$ cat config.mk
export PLATFORM = sky130hd
export DESIGN_NAME = wb_stream_demux
export DESIGN_NICKNAME = d
export VERILOG_FILES = /design/src/rtl/wb_stream_demux.sv
export SDC_FILE = /design/constraint.sdc
export NUM_CORES = 1
export LEC_CHECK = 0
export ABC_AREA = 1
export CELL_PAD_IN_SITES_DETAIL_PLACEMENT = 0
export CELL_PAD_IN_SITES_GLOBAL_PLACEMENT = 2
export CORE_MARGIN = 2
export CORE_UTILIZATION = 19
export DETAILED_ROUTE_END_ITERATION = 12
export GPL_ROUTABILITY_DRIVEN = 0
export GPL_TIMING_DRIVEN = 0
export PLACE_DENSITY = 0.93
export SKIP_LAST_GASP = 1
export SYNTH_ARGS = -nofsm -noshare
export SYNTH_HDL_FRONTEND = slang
export SYNTH_SLANG_ARGS = --single-unit
$ cat constraint.sdc
create_clock -name clk -period 3.35 [get_ports clk]
set_input_delay 0.67 -clock clk [delete_from_list [all_inputs] [get_ports clk]]
set_output_delay 0.67 -clock clk [all_outputs]
set_load 0.02 [all_outputs]
$ cat src/rtl/wb_stream_demux.sv
// wb_stream_demux: registered 1-to-NOUT stream demultiplexer. It has a
// valid/ready handshake and one holding register.
// Ports:
//   clk, rst (async, active-high)
//   in_valid/in_ready/in_data/in_sel : the input stream
//   out_valid[NOUT] (one-hot), out_ready[NOUT], out_data[NOUT*WIDTH]
//   sel_err : one-cycle pulse when an out-of-range select is dropped
// Optional: define WB_DEMUX_STATS_EN to add the 16-bit saturating counters
//   xfer_cnt (drains) and drop_cnt (dropped out-of-range words).
module wb_stream_demux #(
    parameter int WIDTH = 32,
    parameter int NOUT  = 4,
    parameter int SELW  = 2
) (
    input  logic                  clk,
    input  logic                  rst,
    input  logic                  in_valid,
    output logic                  in_ready,
    input  logic [WIDTH-1:0]      in_data,
    input  logic [SELW-1:0]       in_sel,
    output logic [NOUT-1:0]       out_valid,
    input  logic [NOUT-1:0]       out_ready,
    output logic [NOUT*WIDTH-1:0] out_data,
    output logic                  sel_err
`ifdef WB_DEMUX_STATS_EN
    ,
    output logic [15:0]           xfer_cnt,
    output logic [15:0]           drop_cnt
`endif
);

    typedef enum logic {
        EMPTY = 1'b0,
        FULL  = 1'b1
    } state_e;

    state_e            state_q, state_d;
    logic [WIDTH-1:0]  hdata_q, hdata_d;
    logic [SELW-1:0]   hsel_q, hsel_d;
    logic              sel_err_q, sel_err_d;

    logic rdy_sel;
    logic drain;
    logic in_range;
    logic acc;

    // Only the ready of the lane currently holding the word matters.
    always_comb begin
        rdy_sel = 1'b0;
        for (int k = 0; k < NOUT; k++) begin
            if (hsel_q == SELW'(k)) rdy_sel = out_ready[k];
        end
    end

    assign drain    = (state_q == FULL) && rdy_sel;
    assign in_ready = !rst && ((state_q == EMPTY) || drain);
    assign in_range = 32'(in_sel) < 32'(NOUT);
    assign acc      = in_valid && in_ready;

    always_comb begin
        state_d   = state_q;
        hdata_d   = hdata_q;
        hsel_d    = hsel_q;
        sel_err_d = acc && !in_range;
        if (acc && in_range) begin
            state_d = FULL;
            hdata_d = in_data;
            hsel_d  = in_sel;
        end else if (drain) begin
            // A dropped word arriving on a drain cycle also empties the slot.
            state_d = EMPTY;
        end
    end

    always_ff @(posedge clk or posedge rst) begin
        if (rst) begin
            state_q   <= EMPTY;
            hdata_q   <= '0;
            hsel_q    <= '0;
            sel_err_q <= 1'b0;
        end else begin
            state_q   <= state_d;
            hdata_q   <= hdata_d;
            hsel_q    <= hsel_d;
            sel_err_q <= sel_err_d;
        end
    end

    always_comb begin
        out_valid = '0;
        for (int k = 0; k < NOUT; k++) begin
            out_valid[k] = (state_q == FULL) && (hsel_q == SELW'(k));
        end
    end

    assign out_data = {NOUT{hdata_q}};
    assign sel_err  = sel_err_q;

`ifdef WB_DEMUX_STATS_EN
    logic [15:0] xfer_q, xfer_d;
    logic [15:0] drop_q, drop_d;

    always_comb begin
        xfer_d = xfer_q;
        drop_d = drop_q;
        if (drain && xfer_q != 16'hFFFF) xfer_d = xfer_q + 16'd1;
        if (sel_err_d && drop_q != 16'hFFFF) drop_d = drop_q + 16'd1;
    end

    always_ff @(posedge clk or posedge rst) begin
        if (rst) begin
            xfer_q <= '0;
            drop_q <= '0;
        end else begin
            xfer_q <= xfer_d;
            drop_q <= drop_d;
        end
    end

    assign xfer_cnt = xfer_q;
    assign drop_cnt = drop_q;
`endif

endmodule

# Word-level counts from Yosys, hierarchy flattened
# Index checks and enable logic that the tools add are counted.
totals:
  word_cells: 24
  register_bits: 35
  inputBits: 41
  output_inout_bits: 134
classes:
  eq_ne: 3
  n_reduce_logical: 11
  bitwise_logic: 1
  mux: 6
ops:
  columns: ["op", "count"]
  rows:
  - ["1-bit logical AND", 7]
  - ["1-bit two-way mux", 6]
  - ["2-bit == test, second input constant", 2]
  - ["2-bit by 1-bit == test with 1-bit output, second input constant", 1]
  - ["2-bit logical NOT", 1]
  - ["2-bit nonzero test", 1]
  - ["1-bit logical NOT", 1]
  - ["1-bit logical OR", 1]
  - ["1-bit NOT", 1]

# Logic depth before layout (Yosys ltp)
# Gate-level depths: netlist of the first run.
logic_depth:
  depth_word: 10
  depth_mapped: 10
  ltp_nobuf: 8

# Least setup slack after synthesis of the first run
# Ideal clock, no wire load.
synth_timing:
  path_type: "input-to-reg"
  start: "input rst"
  end: "register hdata_q[12]"
  n_path_buf: 1
  slack_ns: 0.979
  setup_time_ns: 0.073
  path_stages: 4
  t_arrival_ns: 2.298
  required_time_ns: 3.277
  cell_sequence: "inv_2 > clkbuf_1 > nand4_1 > nand2_1"
synth_via:
  elab_chain_cells: 3
synth_lines:
  columns: ["element", "line", "text"]
  rows:
  - ["from (decl)", "16", "input logic rst,"]
  - ["1-bit logical NOT (no line)", null, null]
  - ["1-bit logical AND", "56", "assign in_ready = !rst && ((state_q == EMPTY) || drain);"]
  - ["1-bit logical AND", "58", "assign acc = in_valid && in_ready;"]
  - ["to (signal assigned)", "83", "hdata_q <= hdata_d;"]
  - ["to (decl)", "38", "logic [WIDTH-1:0] hdata_q, hdata_d;"]
# No other way between the ends.
# A chain may end at the register's enable or synchronous reset.

# Worst setup path after layout of the first run
layout_timing:
  start: "input out_ready[1]"
  end: "output in_ready"
layout_via:
  elab_chain_cells: 6
layout_lines:
  columns: ["element", "line", "text"]
  rows:
  - ["from (decl)", "22", "input logic [NOUT-1:0] out_ready,"]
  - ["1-bit two-way mux (3 in series)", "51", "if (hsel_q == SELW'(k)) rdy_sel = out_ready[k];"]
  - ["1-bit logical AND", "55", "assign drain = (state_q == FULL) && rdy_sel;"]
  - ["1-bit logical OR", "56", null]
  - ["1-bit logical AND", "56", null]
  - ["to (decl)", "18", "output logic in_ready,"]
# No other way between the ends.

==> results of run 1 <==
layout by cell type (no fill, tap or decap), types with 4 or more instances in the layout:
| master | instances |
|---|---|
| nand4_1 | 34 |
| buf_4 | 97 |
| clkdlybuf4s50_1 | 172 |
| clkbuf_16 | 5 |
| nor3_1 | 4 |
| inv_1 | 4 |
| buf_6 | 8 |
| dfrtp_1 | 35 |
| nand2_1 | 73 |
| clkbuf_1 | 6 |
cells by family (layout without fill, tap and decap cells):
family	count (synthesis)	after routing	share of synthesized area
buf+inv	118	298	0.367
other cells	1	1	0.00159
compound gates	2	2	0.00424
simple gates	121	121	0.256
flops	35	35	0.371
cell usage after synthesis:
library cell / instances / area [um2]
buf_4: 97 / 728
nand2_1: 73 / 274
dfrtp_1: 35 / 876
nand4_1: 34 / 213
buf_6: 8 / 90.1
clkbuf_1: 7 / 26.3
inv_1: 4 / 15.0
nor3_1: 4 / 20.0
a21oi_1: 2 / 10.0
inv_2: 2 / 7.51
nand3_1: 2 / 10.0
nor2_4: 2 / 22.5
conb_1: 1 / 3.75
nand2_2: 1 / 6.26
nand2_4: 1 / 11.3
nand4_4: 1 / 21.3
nor2_1: 1 / 3.75
nor2_2: 1 / 6.26
nor3_4: 1 / 16.3
sequential cells by signal, summed over array words and instances (netlist names):
signal   count
hdata_q     32
hsel_q       2
state_q      1
worst max-delay path by stage:
stage | startpoint | to | depth (start not counted)
floorplan | rst | hdata_q[12] | 4
global placement | rst | hdata_q[13] | 5
detailed placement | out_ready[1] | in_ready | 6
CTS | out_ready[1] | in_ready | 6
global route | out_ready[1] | in_ready | 6
finish | out_ready[1] | in_ready | 6
cell type report:
| type | count | area share |
|---|---|---|
| Timing Repair Buffer | 173 | 0.392 |
| Sequential cell | 35 | 0.196 |
| Buffer | 112 | 0.189 |
| Multi-Input combinational cell | 124 | 0.138 |
| Tap cell | 168 | 0.0471 |
| Clock buffer | 6 | 0.0311 |
| Inverter | 6 | 0.00504 |
| Clock inverter | 1 | 0.00112 |
through the flow:
stage | total power, mW | utilization | std cells
2_1_floorplan | 2.95 | - | 277
4_1_cts | 5.08 | 0.370 | 625
5_1_grt | 5.31 | 0.370 | 625
3_5_place_dp | 4.59 | 0.358 | 618
6_report | 5.00 | 0.370 | 625
3_3_place_gp | 4.53 | 0.356 | 617
critical path, stage by stage:
cell,delay [ns]
clkdlybuf4s50_1,0.46
nand3_1,0.07
nand2_1,0.12
nor2_2,0.08
nor3_1,0.14
clkdlybuf4s50_1,0.67
power by group through the flow:
stage          Clock, mW  Sequential, mW  Combinational (mW)
6_report           0.463           0.860                3.68
5_1_grt            0.505           0.909                3.89
4_1_cts            0.484           0.869                3.72
3_5_place_dp           0           0.872                3.72
3_3_place_gp           0           0.855                3.68
2_1_floorplan          0            1.04                1.91
layer usage:
layer	vias up	track usage
li1	1160	-
met1	1050	0.140
met2	106	0.193
met3	2	0.0199
met4	0	0.0265
met5	-	0
==> reports/metrics.cfg, run 1 <==
[outcome]
status=finished, final reports clean

[grt]
grt_pass1_vias=2166
overflow=0
antenna_found_initial=0
grt_usage=0.110
grt_pass1_wl_mm=11.5
grt_max_degree=28

[route]
drt_first_pass_iters=4
via_per_inst=3.71
met2_wirelength_mm=3.84
drtIter0Drc=98
dr_wl_met3_um=550
ant_nets=0
wirelength_met1_mm=3.27
top_layer=met4
vias=2318
drc=0
wl_mm=7.68
wl_per_cell_um=12.3

[timing]
finalCriticalPeriod_ns=2.89
worst_pin_slew_ns=0.540
period_share=0.862
fin_setup_tns_ns=0
slew_viol_final=0
setup_ws_ns=0.462
timing.fmax_mhz=346
setup_viol=0
holdWs_ns=0.552
hold_violations=0
rsz0062_at_grt=false
slew_headroom=0.640
fin_skew_ns=0.00606

[clock_network]
ctsRootBufferMaster=clkbuf_16
cts_setup_buffers=0
clkTransAtPathRegs_ns=0.06
post_cts_resize_count=0
cts_tree=yes
clock-sinks=35
cts_hold_buf=0
htree_levels=2
clk_latency_ns=0.28
cts_max_path_buffers=2
numCtsBuffers=5

[power_and_ir_drop]
power_frac_seq=0.172
swShare=0.414
leakagePower_nw=2.08
combPwrFrac=0.736
p_sw_mw=2.07
internal_power_mw=2.93
p_per_area_mw_per_mm2=1120
ir_drop_uv=400
power_frac_clock=0.092

[min_path]
worstHoldStart=hdata_q[15]
hold_class=flop to flop
min_to=hdata_q[15]
min_path_cells=2

[yosys]
synthCells=277
ys_warn_count=0
syn_nets=318
yosys.cell_types.count=19
syn_area_mm2=0.00236
seq_area_frac_synth=0.371
synth_seq_cells=35
syn_avg_cell_area_um2=8.52

[worst_setup_path]
r2r_cells=10
cp.arrival_ns=2.22
regToRegSetupSlack_ns=1.79
worst-setup-path-type=input pin to output port
critPathRequiredTime_ns=2.68
critPathLaunchType=input pin
end_kind=output port
timing.rr.end=hdata_q[3]
crit_path_max_fanout=2
r2r-start=hsel_q[1]

[floorplanning]
fp.coreArea_mm2=0.0121
io_pins=175
rows=40
die_y_um=115
die-width_um=115
die_area_mm2=0.0133
initial_core_util=0.196

[finish]
n_fill_cell=1229
drive_gt1_frac=0.269
post-route-cell-area_mm2=0.00447
register_area_um2=876
multi_input_area_um2=618
area_growth_pct=89.1
antennaDiodeCount=0
finalNetCount=498

[place]
portBuffers=172
pre_cts_ws_ns=0.443
dp_hpwl_mm=6.08
place_area_mm2=0.00432

[flow_run]
drv_cap=0

No activity file was read; power rests on OpenSTA's default activity.
==> inputs of run 2 (changes only) <==
--- a/config.mk
+++ b/config.mk
@@ -8,7 +8,6 @@
 export ABC_AREA = 1
 export CELL_PAD_IN_SITES_DETAIL_PLACEMENT = 0
 export CELL_PAD_IN_SITES_GLOBAL_PLACEMENT = 2
-export CORE_MARGIN = 2
 export CORE_UTILIZATION = 19
 export DETAILED_ROUTE_END_ITERATION = 12
 export GPL_ROUTABILITY_DRIVEN = 0
==> run 2 against run 1 <==
  * Core utilization is 0.062 points lower
  * Highest routed layer unchanged
  * First-iteration DRC count is 53% lower
  * Global-route usage is 0.27 points lower
  * Via count is 1.4% lower
  * Register-to-register slack better by 0.06 ns
  * Sequential power is 0.7% lower
==> reports/metrics.cfg, run 2 (same netlist as run 1, synthesis figures left out) <==
[worst_setup_path]
end_kind=output port  ; unchanged
crit_path_max_fanout=2  ; unchanged
cp-startpoint=out_ready[1]  ; unchanged
crit_top_cell=clkdlybuf4s50_1  ; unchanged
worst-setup-path-type=input pin to output port  ; unchanged
crit_chain=clkdlybuf4s50_1 -> nand3_1 -> nand2_1 -> nor2_2 -> nor3_1 -> clkdlybuf4s50_1  ; unchanged
cpPeakStageDelay_ns=0.68  ; was 0.67 ns
cp.arrival_ns=2.20  ; was 2.22 ns
critPathRequiredTime_ns=2.68  ; about the same
cp_slowest_cell=clkdlybuf4s50_1  ; unchanged
r2r-start=hsel_q[1]  ; unchanged
critPathLaunchType=input pin  ; unchanged

[timing]
slew_headroom=0.620  ; was 0.640
worst_pin_slew_ns=0.570  ; was 0.540 ns
holdWs_ns=0.551  ; was 0.552 ns
slew_viol_final=0  ; unchanged
setup_viol=0  ; unchanged
finalCriticalPeriod_ns=2.87  ; was 2.89 ns
rsz0062_at_grt=false  ; unchanged
hold_violations=0  ; unchanged
timing.fmax_mhz=349  ; was 346 MHz
period_share=0.856  ; was 0.862
setup_ws_ns=0.483  ; was 0.462 ns
fin_skew_ns=0.00699  ; was 0.00606 ns

[outcome]
status=finished, final reports clean  ; unchanged

[clock_network]
cts_tree=yes  ; unchanged
post_cts_resize_count=0  ; unchanged
cts_max_path_buffers=2  ; unchanged
ctsRootBufferMaster=clkbuf_16  ; unchanged
clock-sinks=35  ; unchanged
clk_latency_ns=0.28  ; about the same
cts_hold_buf=0  ; unchanged
numCtsBuffers=5  ; unchanged
clkTransAtPathRegs_ns=0.05  ; was 0.06 ns
cts_setup_buffers=0  ; unchanged
htree_levels=2  ; unchanged

[place]
dp_hpwl_mm=5.64  ; was 6.08 mm
portBuffers=172  ; unchanged
pre_cts_ws_ns=0.488  ; was 0.443 ns
place_area_mm2=0.00431  ; was 0.00432 mm2
placedCellCount=618  ; unchanged

[finish]
final_cell_mix=clkdlybuf4s50_1, buf_4, nand2_1  ; unchanged
layout.cells.non_filler=625  ; unchanged
largest_register_ffs=32  ; unchanged
finalNetCount=498  ; unchanged
post-route-cell-area_mm2=0.00446  ; was 0.00447 mm2
antennaDiodeCount=0  ; unchanged
utilization=0.370  ; about the same
final_common_cell=clkdlybuf4s50_1  ; unchanged
area_growth_pct=88.8  ; was 89.1%
top_regs=hdata_q (32), hsel_q (2), state_q (1)  ; unchanged
largest-register=hdata_q  ; unchanged
drive_gt1_frac=0.269  ; unchanged

[floorplanning]
die_area_mm2=0.0129  ; was 0.0133 mm2
rows=40  ; unchanged
initial_core_util=0.196  ; unchanged
io_pins=175  ; unchanged
fp.coreArea_mm2=0.0121  ; unchanged
die_y_um=113  ; was 115 um
die-width_um=113  ; was 115 um

[route]
ant_nets=0  ; unchanged
drc=0  ; unchanged
wl_per_cell_um=11.3  ; was 12.3 um
drtIter0Drc=46  ; was 98
wl_mm=7.06  ; was 7.68 mm
via_per_inst=3.66  ; was 3.71
drt_first_pass_iters=5  ; was 4
vias=2285  ; was 2318

[grt]
grt_pass1_vias=2116  ; was 2166
antenna_found_initial=0  ; unchanged
overflow=0  ; unchanged
grt_max_degree=29  ; was 28
grt_usage=0.107  ; was 0.110
grt_pass1_wl_mm=10.9  ; was 11.5 mm

[power_and_ir_drop]
ir_drop_uv=421  ; was 400 uV
leakagePower_nw=2.08  ; about the same
p_per_area_mw_per_mm2=1120  ; about the same

[min_path]
worstHoldStart=hdata_q[12]  ; was hdata_q[15]
hold_class=flop to flop  ; unchanged

[flow_run]
drv_cap=0  ; unchanged

[run 2: layer usage]
metal | GRT usage | vias to the layer above | wire length, um
li1 | - | 1158 | -
met1 | 0.125 | 1021 | 2850
met2 | 0.198 | 102 | 3690
met3 | 0.0207 | 4 | 459
met4 | 0.0316 | 0 | 66
met5 | 0 | - | 0
[run 2: critical path, delay by kind of cell]
kind | cells | cell delay (ns)
and+or+nand+nor | 4 | 0.39
buffers and inverters | 2 | 1.13
[run 2: layout make-up]
cell class	count	area, um2
fillers	1215	7600
repair buffers	173	1740
flip-flops and latches	35	876
plain buffers	112	846
multi-input cells	124	618
well taps	168	210
clock buffers	6	139
inverters	6	22.5
clock inverters	1	5.00
[run 2: final timing paths]
check                      slack (ns)     endpoint  depth (start not counted)
max reg2reg                      1.85  hdata_q[30]                         10
min                              0.55  hdata_q[12]                          2
max                              0.48     in_ready                          6
min in group asynchronous        1.01   hdata_q[3]                          3
min reg2reg                      0.55  hdata_q[12]                          2
max in group asynchronous        1.84  hdata_q[16]                          4
[run 2: per-stage QoR]
stage,setup TNS (ns),power [mW]
detailed placement,0,4.57
global placement,-4.36,4.52
CTS,0,5.05
global route,0,5.28
floorplan,0,2.95
finish,0,4.97
[run 2: where the power goes]
part           leakage [nW]  switching [mW]  internal [mW]  total (mW)
Clock                0.0727           0.166          0.290       0.456
Sequential            0.433           0.238          0.615       0.854
Combinational          1.57            1.64           2.03        3.66
